$ cat config.mk
export PLATFORM = sky130hd
export DESIGN_NAME = mips_cpu_reg_wb_arbiter
export DESIGN_NICKNAME = d
export VERILOG_FILES = /design/src/rtl/mips_cpu_reg_wb_arbiter.sv
export SDC_FILE = /design/constraint.sdc
export NUM_CORES = 1
export LEC_CHECK = 0
export ABC_AREA = 1
export BUFFER_PORTS_ARGS = -buffer_cell sky130_fd_sc_hd__buf_2
export CAP_MARGIN = 20
export CORE_AREA = 5 5 96 98
export CTS_CLUSTER_SIZE = 24
export DETAILED_ROUTE_END_ITERATION = 8
export DIE_AREA = 0 0 101 103
export MAX_ROUTING_LAYER = met4
export PLACE_DENSITY = 0.89
export SYNTH_ARGS = -nofsm -noshare
export SYNTH_HDL_FRONTEND = slang
export SYNTH_SLANG_ARGS = --single-unit
export TNS_END_PERCENT = 5
$ cat constraint.sdc
create_clock -name clk -period 1.48 [get_ports clk]
set_input_delay 0.148 -clock clk [delete_from_list [all_inputs] [get_ports clk]]
set_output_delay 0.148 -clock clk [all_outputs]
set_load 0.01 [all_outputs]
$ cat src/rtl/mips_cpu_reg_wb_arbiter.sv
// Writeback arbiter for the register file's single write port (ALU/link vs. load path),
// plus a load scoreboard that stalls decode while a source register has a load in flight.
module mips_cpu_reg_wb_arbiter #(
    parameter int         NREGS    = 32,
    parameter logic [4:0] ZERO_REG = 5'd0
) (
    input  logic        clk,
    input  logic        reset,
    input  logic        alu_valid,
    input  logic [4:0]  alu_addr,
    input  logic [31:0] alu_data,
    output logic        alu_ready,
    input  logic        ld_valid,
    input  logic [4:0]  ld_addr,
    input  logic [31:0] ld_data,
    output logic        ld_ready,
    input  logic        ld_issue,
    input  logic [4:0]  ld_issue_addr,
    input  logic [4:0]  rs_addr,
    input  logic [4:0]  rt_addr,
    output logic        hazard_stall,
    output logic        rf_write_en,
    output logic [4:0]  rf_a3,
    output logic [31:0] rf_writedata
);

    typedef enum logic {GRANT_ALU = 1'b0, GRANT_LD = 1'b1} grant_e;

    grant_e           last_grant_q, last_grant_d;
    logic [NREGS-1:0] pending_q, pending_d;
    logic             rf_write_en_q, rf_write_en_d;
    logic [4:0]       rf_a3_q, rf_a3_d;
    logic [31:0]      rf_writedata_q, rf_writedata_d;
    logic             alu_xfer;
    logic             ld_xfer;
    logic             wb_hit;

    // Handshake: a source raises valid with addr/data and holds all three until it sees ready;
    // a transfer happens on the cycle valid && ready. ready is combinational, never high in
    // reset, and at most one source is ready per cycle (round-robin on contention).
    always_comb begin
        alu_ready = 1'b0;
        ld_ready  = 1'b0;
        if (!reset) begin
            if (alu_valid && ld_valid) begin
                alu_ready = (last_grant_q == GRANT_LD);
                ld_ready  = (last_grant_q == GRANT_ALU);
            end else begin
                alu_ready = alu_valid;
                ld_ready  = ld_valid;
            end
        end
    end

    assign alu_xfer = alu_valid && alu_ready;
    assign ld_xfer  = ld_valid && ld_ready;

    always_comb begin
        last_grant_d   = last_grant_q;
        rf_write_en_d  = 1'b0;
        rf_a3_d        = rf_a3_q;
        rf_writedata_d = rf_writedata_q;
        pending_d      = pending_q;

        if (alu_xfer) begin
            last_grant_d   = GRANT_ALU;
            rf_write_en_d  = (alu_addr != ZERO_REG);
            rf_a3_d        = alu_addr;
            rf_writedata_d = alu_data;
        end else if (ld_xfer) begin
            last_grant_d   = GRANT_LD;
            rf_write_en_d  = (ld_addr != ZERO_REG);
            rf_a3_d        = ld_addr;
            rf_writedata_d = ld_data;
        end

        // The set is applied after the clear: a re-issue to the same register stays outstanding.
        if (ld_xfer) begin
            pending_d[ld_addr] = 1'b0;
        end
        if (ld_issue && (ld_issue_addr != ZERO_REG)) begin
            pending_d[ld_issue_addr] = 1'b1;
        end
    end

    always_ff @(posedge clk) begin
        if (reset) begin
            last_grant_q   <= GRANT_LD;
            pending_q      <= '0;
            rf_write_en_q  <= 1'b0;
            rf_a3_q        <= 5'd0;
            rf_writedata_q <= 32'd0;
        end else begin
            last_grant_q   <= last_grant_d;
            pending_q      <= pending_d;
            rf_write_en_q  <= rf_write_en_d;
            rf_a3_q        <= rf_a3_d;
            rf_writedata_q <= rf_writedata_d;
        end
    end

    // A write registered this cycle has not reached the file yet, so it still counts as a hazard.
    assign wb_hit = rf_write_en_q && (rf_a3_q != ZERO_REG) &&
                    ((rf_a3_q == rs_addr) || (rf_a3_q == rt_addr));

    assign hazard_stall = pending_q[rs_addr] || pending_q[rt_addr] || wb_hit;

    assign rf_write_en  = rf_write_en_q;
    assign rf_a3        = rf_a3_q;
    assign rf_writedata = rf_writedata_q;

endmodule
=== Word level (Yosys, flattened, before mapping) ===
Cells that the tools add are included.

* Register bits: 71
* Output and inout port bits: 41
* Input port bits: 94

* Equality and inequality tests: 2
* Magnitude comparators: 6
* Mux-type cells: 22
* Bitwise operators: 4
* Reductions and logical operators: 16

{| class="wikitable"
|+ Operator list
! cell !! count
|-
| two-way mux 32 bit || 4
|-
| bitwise AND 32 bit || 1
|-
| inverter 32 bit || 1
|-
| OR 32 bit || 1
|-
| < comparator 5 x 6 -> 1 bit (second input constant) || 4
|-
| nonzero test 5 bit || 4
|-
| two-way mux 1 bit || 12
|-
| binary-select mux 1 bit (select 5 bit) || 2
|-
| demux 1 bit (select 5 bit) || 2
|-
| equality test 5 bit || 2
|-
| greater-or-equal comparator 5 x 1 -> 1 bit (second input constant) || 2
|-
| two-way mux 5 bit || 2
|-
| logical AND 1 bit || 8
|-
| logical OR 1 bit || 3
|-
| nonzero test 2 bit || 1
|-
| inverter 1 bit || 1
|}

=== Logic depth before layout (Yosys ltp) ===
Gate-level depths: netlist of run 1.

* Word-level depth: 9
* Gate-level depth with buffers: 10

=== Worst setup path before layout of run 1 ===
OpenSTA, ideal clock, no wires.

* Path kind: register to output
* Start: register rf_a3_q[4], in the netlist rf_a3[4]
* End: output hazard_stall
* Arrival: 1103 ps
* Stages on the path, launching flop included: 7
* Buffers on the path: 0
* Setup slack: 229 ps
* Path through: dfxtp_1 > or2_2 > a21oi_1 > nand3_1 > nand2_1 > nand3_1 > nand3_1

* Longest elaborated chain between the ends: 4
* Elaborated cells on any way between the ends: 7

{| class="wikitable"
|+ RTL lines
! what !! RTL line !! source
|-
| start, declared || 32 || <nowiki>logic [4:0] rf_a3_q, rf_a3_d;</nowiki>
|-
| start signal, assigned || 97 || <nowiki>rf_a3_q <= rf_a3_d;</nowiki>
|-
| equality test 5 bit / nonzero test 5 bit (equally long branches) || 104, 103 ||
|-
| logical OR 1 bit / logical AND 1 bit (equally long branches) || 104, 103 ||
|-
| logical AND 1 bit * || 103 || <nowiki>assign wb_hit = rf_write_en_q && (rf_a3_q != ZERO_REG) &&</nowiki>
|-
| logical OR 1 bit * || 106 || <nowiki>assign hazard_stall = pending_q[rs_addr] || pending_q[rt_addr] || wb_hit;</nowiki>
|-
| end, declared || 21 || <nowiki>output logic hazard_stall,</nowiki>
|}

Every way passes the cells marked *; elsewhere a longest branch is shown, timed or not.

=== Final worst setup path of run 1 ===
* Start: register rf_a3_q[0], in the netlist rf_a3[0]
* End: output hazard_stall

Same word-level chain as after synthesis.

==> impl_metrics.json, run 1 <==
{
  "combPwrFrac_pct": 20.9,
  "fp.dieW_um": 101,
  "intPower_mw": 3.42,
  "clockBufferDepth": 2,
  "grt_pass1_wl_um": 21300,
  "row_count": 34,
  "p_sw_share_pct": 29.6,
  "drt_wl_total_um": 13600,
  "start_util_pct": 48.3,
  "ys_seq_area_share_pct": 35.1,
  "io_pins": 135,
  "cp.arrival_ps": 1460,
  "synthToLayoutAreaGrowth_pct": 26.4,
  "violations": "negative setup slack",
  "synth_area_per_cell_um2": 6.76,
  "tightest_slew_ps": 690,
  "cp_slowest_stage_delay_ps": 370,
  "ant_nets": 0,
  "drive_gt1_share_pct": 29.5,
  "first_global_vias": 4462,
  "cp_max_fo": 5,
  "final-max-slew-violation-count": 0,
  "dp_cells": 824,
  "seqPwrFrac_pct": 42.6,
  "synth_warnings": 0,
  "vias": 4652,
  "fin_util_pct": 61.0,
  "dieArea_mm2": 0.0104,
  "setup_viol": 1,
  "drc_errors": 0,
  "peakVddDrop_mv": 0.712,
  "drtIter0Drc": 421,
  "clk_pin_slew_ps": 80,
  "syn_inst": 598,
  "fin_ws_ps": -124,
  "grt_use_total_pct": 26.4,
  "timing.fmax_mhz": 624,
  "crit_slowest_cell": "dfxtp_4",
  "core-area_mm2": 0.00838,
  "worstPathRequired_ps": 1330,
  "h-tree-depth": 3,
  "fin_nets": 821,
  "synth_seq_cells": 71,
  "gp_congestion": 1.01,
  "antenna_cells": 0,
  "p_per_area_mw_per_mm2": 951,
  "post-route-period-util_pct": 108,
  "max_cap_viol_count": 0,
  "fin_tns_setup_ps": -124,
  "layout_commonest_cell": "nand2_1",
  "die_h_um": 103,
  "grt_start_max_net_pins": 68,
  "routedWlPerCell_um": 16.2,
  "critPathKind": "flip-flop to primary output",
  "period_needed_ps": 1600,
  "dp_hpwl_um": 10400,
  "worst_clock_skew_ps": 10.3,
  "portBuffers": 134,
  "grt_overflow_total": 0,
  "clock-sinks": 71,
  "clkLatencyLatePin_ps": 340,
  "synthDistinctLibCells": 32,
  "antenna_found_initial": 0,
  "hold_viol_final": 0,
  "cp-end-kind": "primary output",
  "p_leak_nw": 2.28,
  "slew_headroom_pct": 54.0,
  "grt_setup_unrepaired": "yes",
  "outcome": "finished, violations left",
  "layoutNonFillerInstCount": 840,
  "cts_tree": "built",
  "viasPerCell": 5.54,
  "cts_made_buffers": 9,
  "clockRootBuffer": "clkbuf_8",
  "crit_path_frequent_cell": "nand3_2",
  "switchingPower_mw": 1.44,
  "syn_area_mm2": 0.00405,
  "syn_nets": 692,
  "critPathLaunchType": "flip-flop",
  "firstDrtPassIters": 5,
  "path_cells": "nor4_1 > nand2_1 > nand3_2 > nand3_2 > buf_6",
  "final_cell_mix": "nand2_1 (147), buf_2 (132), a21oi_1 (67)",
  "hold_buffers": 0,
  "pwr-share-clk_pct": 36.5,
  "min_path_type": "primary input to flip-flop"
}
[per-layer routing]
metal  global-route usage (%)  up-vias  share of wire (%)
met5                        -        -                  0
met4                     12.0        0                3.6
met3                     5.14       48                8.6
met2                     43.8      227                 48
met1                     30.9     2122                 39
li1                         -     2255                  -
[state kept, by name, summed over array words and instances, names as in the netlist]
name / flops
rf_write_en: 1
rf_a3: 5
last_grant_q: 1
rf_writedata: 32
pending_q: 32
[synth_stat cells]
library cell | count | area, um^2
a211oi_1 | 1 | 7.51
inv_6 | 1 | 8.76
o21a_1 | 32 | 240
nand3_4 | 2 | 35.0
nor3_1 | 16 | 80.1
nand2_1 | 147 | 552
xnor2_1 | 2 | 17.5
a21oi_1 | 69 | 345
nand2_2 | 2 | 12.5
buf_4 | 5 | 37.5
xor2_1 | 4 | 35.0
o21ai_1 | 35 | 175
nor3_2 | 3 | 30.0
clkinv_1 | 3 | 11.3
inv_1 | 57 | 214
o211ai_1 | 8 | 60.1
inv_2 | 1 | 3.75
nor2_1 | 15 | 56.3
o221ai_1 | 1 | 8.76
a31oi_1 | 1 | 6.26
or2_2 | 1 | 6.26
clkbuf_4 | 1 | 7.51
nand2_4 | 2 | 22.5
o31ai_1 | 5 | 37.5
nand3_1 | 55 | 275
clkbuf_1 | 7 | 26.3
dfxtp_1 | 71 | 1420
buf_2 | 9 | 45.0
inv_4 | 3 | 18.8
nor4_1 | 2 | 12.5
buf_6 | 8 | 90.1
o21ai_0 | 29 | 145
[through the flow]
step                      cell area, um^2  hold WS [ps]  setup WS [ps]  total power [mW]
final                                5110          78.4           -124              4.86
after global placement               4790           395           44.8              3.05
after floorplan                      4050           277            229              2.71
after CTS                            5050          53.4           -178              4.85
after detailed placement             4790           407           20.2              3.08
after global routing                 5110          72.8           -201              5.06
[critical path, delay by kind of cell, from the launching register on]
kind	cells	cell delay (ps)
and+or+nand+nor	4	620
DFF	1	370
buffers and inverters	1	120
[worst paths after layout]
path / startpoint / to / slack, ps / depth (start not counted)
setup / recovery: rf_a3[0] / hazard_stall / -120 / 5
hold / removal: alu_data[7] / rf_writedata[7] / 80 / 3
hold reg to reg: rf_writedata[19] / rf_writedata[19] / 470 / 2
setup reg to reg: last_grant_q / rf_writedata[26] / 110 / 9
[cell type report]
type | instances | area, um^2
sequential | 71 | 1440
multi-input combinational | 432 | 2210
tap | 108 | 135
inverter | 65 | 269
timing repair buffer | 148 | 826
clock inverter | 6 | 92.6
fill | 731 | 3270
clock buffer | 10 | 138
[kinds of logic (layout without fill, tap and decap cells)]
group	after synthesis	count (layout)	synth area share [%]
AO/OA/AOI/OAI	181	181	25.4
AND/OR/NAND/NOR	245	245	26.8
buffers and inverters	95	229	11.4
flip-flops	71	71	35.1
XOR/XNOR	6	6	1.30
[power by group through the flow]
stage	clock network, mW	registers, mW	logic [mW]
CTS	1.80	2.07	0.990
finish	1.77	2.07	1.02
global placement	0	2.10	0.949
global route	1.86	2.08	1.12
detailed placement	0	2.11	0.974
floorplan	0	2.14	0.567
[timing repair]
item / in CTS / in global routing
setup buffers: 0 / 0
resized for setup: 8 / 39
gates cloned: 0 / 0
pin swaps: 5 / 13
setup endpoints to repair: 2 / 37
Note: power is estimated with default switching activity, not from simulation.
==> run 2: changes to the inputs <==
--- a/config.mk
+++ b/config.mk
@@ -5,15 +5,16 @@
 export SDC_FILE = /design/constraint.sdc
 export NUM_CORES = 1
 export LEC_CHECK = 0
-export ABC_AREA = 1
 export BUFFER_PORTS_ARGS = -buffer_cell sky130_fd_sc_hd__buf_2
 export CAP_MARGIN = 20
-export CORE_AREA = 5 5 96 98
+export CORE_AREA = 5 5 91 93
+export CTS_BUF_LIST = sky130_fd_sc_hd__clkbuf_8
 export CTS_CLUSTER_SIZE = 24
 export DETAILED_ROUTE_END_ITERATION = 8
-export DIE_AREA = 0 0 101 103
+export DIE_AREA = 0 0 96 98
 export MAX_ROUTING_LAYER = met4
-export PLACE_DENSITY = 0.89
+export PLACE_DENSITY = 0.93
+export SLEW_MARGIN = 20
 export SYNTH_ARGS = -nofsm -noshare
 export SYNTH_HDL_FRONTEND = slang
 export SYNTH_SLANG_ARGS = --single-unit
==> impl_metrics.json, run 2 <==
{
  "antenna_found_initial": 0,
  "p_leak_nw": 2.17,
  "yosysTopAreaCellShare_pct": 38.0,
  "grt_setup_unrepaired": "yes",
  "synth_seq_cells": 71,
  "drt_wl_total_um": 12100,
  "worstReg2RegEnd": "pending_q[6]",
  "portBuffers": 134,
  "row_count": 32,
  "grt_use_total_pct": 25.5,
  "rr_startpoint": "last_grant_q",
  "fin_ws_ps": -701,
  "firstDrtPassIters": 5,
  "cts_tree": "built",
  "outcome": "finished, violations left",
  "synth_area_per_cell_um2": 8.01,
  "synthToLayoutAreaGrowth_pct": 32.7,
  "reg2regPathDepth": 6,
  "fill_cells": 600,
  "dieArea_mm2": 0.00941,
  "hold_viol_final": 0,
  "p_per_area_mw_per_mm2": 924,
  "cp-end-kind": "primary output",
  "intPower_mw": 3.26,
  "final_cell_mix": "buf_2 (133), nand2_1 (117), dfxtp_1 (68)",
  "post-route-period-util_pct": 147,
  "hp-start": "ld_data[9]",
  "design_area_mm2": 0.00496,
  "grt_start_max_net_pins": 38,
  "syn_area_mm2": 0.00374,
  "ant_nets": 0,
  "yosysTopAreaCell": "dfxtp_1",
  "fin_nets": 711,
  "h-tree-depth": 3,
  "regToRegSetupSlack_ps": -60,
  "setup_viol": 2,
  "min_path_type": "primary input to flip-flop",
  "p_sw_share_pct": 29.0,
  "path_cells": "mux4_2 > mux2_4 > o221a_1 > o22ai_1 > nand4_1 > buf_2",
  "grt_util_met2_pct": 41.2,
  "syn_inst": 467,
  "whs_ps": 46.7,
  "crit_slowest_cell": "mux4_2",
  "layout_commonest_cell": "buf_2",
  "critPathKind": "flip-flop to primary output",
  "cp_max_fo": 3,
  "period_needed_ps": 2180,
  "slew_headroom_pct": 66.4,
  "fin_tns_setup_ps": -760,
  "dp_hpwl_um": 9060,
  "first_global_vias": 3979,
  "drive_gt1_share_pct": 32.8,
  "clock-sinks": 71,
  "grt_overflow_total": 0,
  "pwr-share-clk_pct": 35.6,
  "violations": "negative setup slack",
  "crit_family": "multiplexers",
  "syn_nets": 561,
  "die_h_um": 98,
  "clockBufferDepth": 2,
  "viasPerCell": 5.73,
  "hold_path_end": "rf_writedata[9]",
  "grt_pass1_wl_um": 18600,
  "io_pins": 135,
  "start_util_pct": 50.2,
  "synth_commonest_cells": "nand2_1 (117), dfxtp_1 (71), nor2_1 (42)",
  "timing.fmax_mhz": 459,
  "switchingPower_mw": 1.33,
  "routedWlPerCell_um": 16.7,
  "worstPathRequired_ps": 1330,
  "synthDistinctLibCells": 45,
  "drc_errors": 0,
  "clkLatencyLatePin_ps": 350,
  "placed_area_mm2": 0.00472,
  "worst_clock_skew_ps": 9.38,
  "synth_warnings": 0,
  "cts_made_buffers": 9,
  "path_buf_inv": 1,
  "fin_total_pwr_mw": 4.59,
  "final-max-slew-violation-count": 0,
  "peakVddDrop_mv": 0.448,
  "synthFlopType": "dfxtp_1",
  "core-area_mm2": 0.00745,
  "grtUsageMet1_pct": 31.1,
  "vias": 4151,
  "combPwrFrac_pct": 19.3,
  "dp_worst_setup_slack_ps": -395,
  "synth_most_common_cell": "nand2_1",
  "busiest_layer": "met2",
  "tightest_slew_ps": 503,
  "async_reset_ff_share_pct": 0,
  "gp_congestion": 0.898,
  "cp.arrival_ps": 2030,
  "post_cts_buffers": 0,
  "critPathLaunchType": "flip-flop",
  "cp_slowest_stage_delay_ps": 450,
  "ys_seq_area_share_pct": 38.0,
  "yosys-top-cells-area": "dfxtp_1 (38%), nand2_1 (12%), a311oi_1 (8.2%), mux2i_1 (5.1%), a21oi_1 (4.9%)",
  "max_cap_viol_count": 0,
  "drtIter0Drc": 355,
  "seqPwrFrac_pct": 45.1,
  "min_path_cells": 3,
  "use_met3_pct": 4.93,
  "clk_pin_slew_ps": 90,
  "antenna_cells": 0,
  "clockRootBuffer": "clkbuf_8",
  "synth_edf_count": 0,
  "fp.dieW_um": 96
}
run 2: changes by cell type after synthesis, moves of 8 or more:
cell / before / now
a21oi_1: 69 / 37
nand2b_1: 0 / 8
o211ai_1: 8 / 0
o21a_1: 32 / 0
clkbuf_1: 7 / 27
nor3_1: 16 / 4
mux2i_1: 0 / 19
o21ai_1: 35 / 2
nand3_1: 55 / 7
inv_1: 57 / 2
a311oi_1: 0 / 35
nand2_1: 147 / 117
nor2_1: 15 / 42
run 2: routing by layer:
| metal | routed length (um) | vias to the layer above | part of all wire, % |
|---|---|---|---|
| met5 | 0 | - | 0 |
| met4 | 361 | 0 | 3.0 |
| met3 | 903 | 41 | 7.5 |
| met2 | 6000 | 218 | 50 |
| met1 | 4800 | 1926 | 40 |
| li1 | - | 1966 | - |
run 2: final cells by class:
class / instances / area, um^2 / area share (%)
multi-input cells: 360 / 2170 / 43.6
flip-flops and latches: 71 / 1430 / 28.7
clock inverters: 6 / 67.6 / 1.36
clock buffers: 10 / 138 / 2.77
repair buffers: 173 / 1030 / 20.8
well taps: 102 / 128 / 2.57
inverters: 2 / 7.51 / 0.151
run 2: cell families after synthesis:
logic type | count (synthesis) | share of synthesized area [%]
compound gates | 119 | 20.9
xor+xnor | 10 | 2.34
buf+inv | 36 | 4.28
flops | 71 | 38.0
mux | 28 | 11.0
simple gates | 203 | 23.5
run 2: timing repair:
item                       CTS  global route
pin swaps                    0             3
hold buffers                 0             0
setup endpoints to repair    3            21
gates resized for setup      5            15
gates cloned                 0             0
run 2: power by group through the flow:
stage / clock network, mW / registers [mW] / logic (mW)
detailed placement: 0 / 2.11 / 0.860
global placement: 0 / 2.10 / 0.834
finish: 1.63 / 2.07 / 0.883
global route: 1.72 / 2.08 / 0.955
CTS: 1.63 / 2.07 / 0.875
floorplan: 0 / 2.15 / 0.405
run 2: per-stage QoR:
stage	util, %	cells
2_1_floorplan	-	467
3_3_place_gp	63.4	708
3_5_place_dp	63.4	708
4_1_cts	66.4	724
5_1_grt	66.6	724
6_report	66.6	724
run 2: worst reg2reg max path, stage by stage, from the launching register on:
cell and delay (ps):
dfxtp_2 340, a21bo_4 230, nor3b_1 200, buf_4 170
nand2_1 120, o31ai_2 250, a21oi_1 100
run 2: worst max-delay path by stage:
| stage | from | to | slack, ps | depth (start not counted) |
|---|---|---|---|---|
| 6_report | pending_q[24] | hazard_stall | -700 | 6 |
| 5_1_grt | pending_q[26] | hazard_stall | -750 | 6 |
| 4_1_cts | pending_q[24] | hazard_stall | -700 | 6 |
| 3_5_place_dp | rs_addr[1] | hazard_stall | -400 | 7 |
| 3_3_place_gp | rs_addr[1] | hazard_stall | -390 | 7 |
| 2_1_floorplan | pending_q[26] | hazard_stall | -160 | 5 |
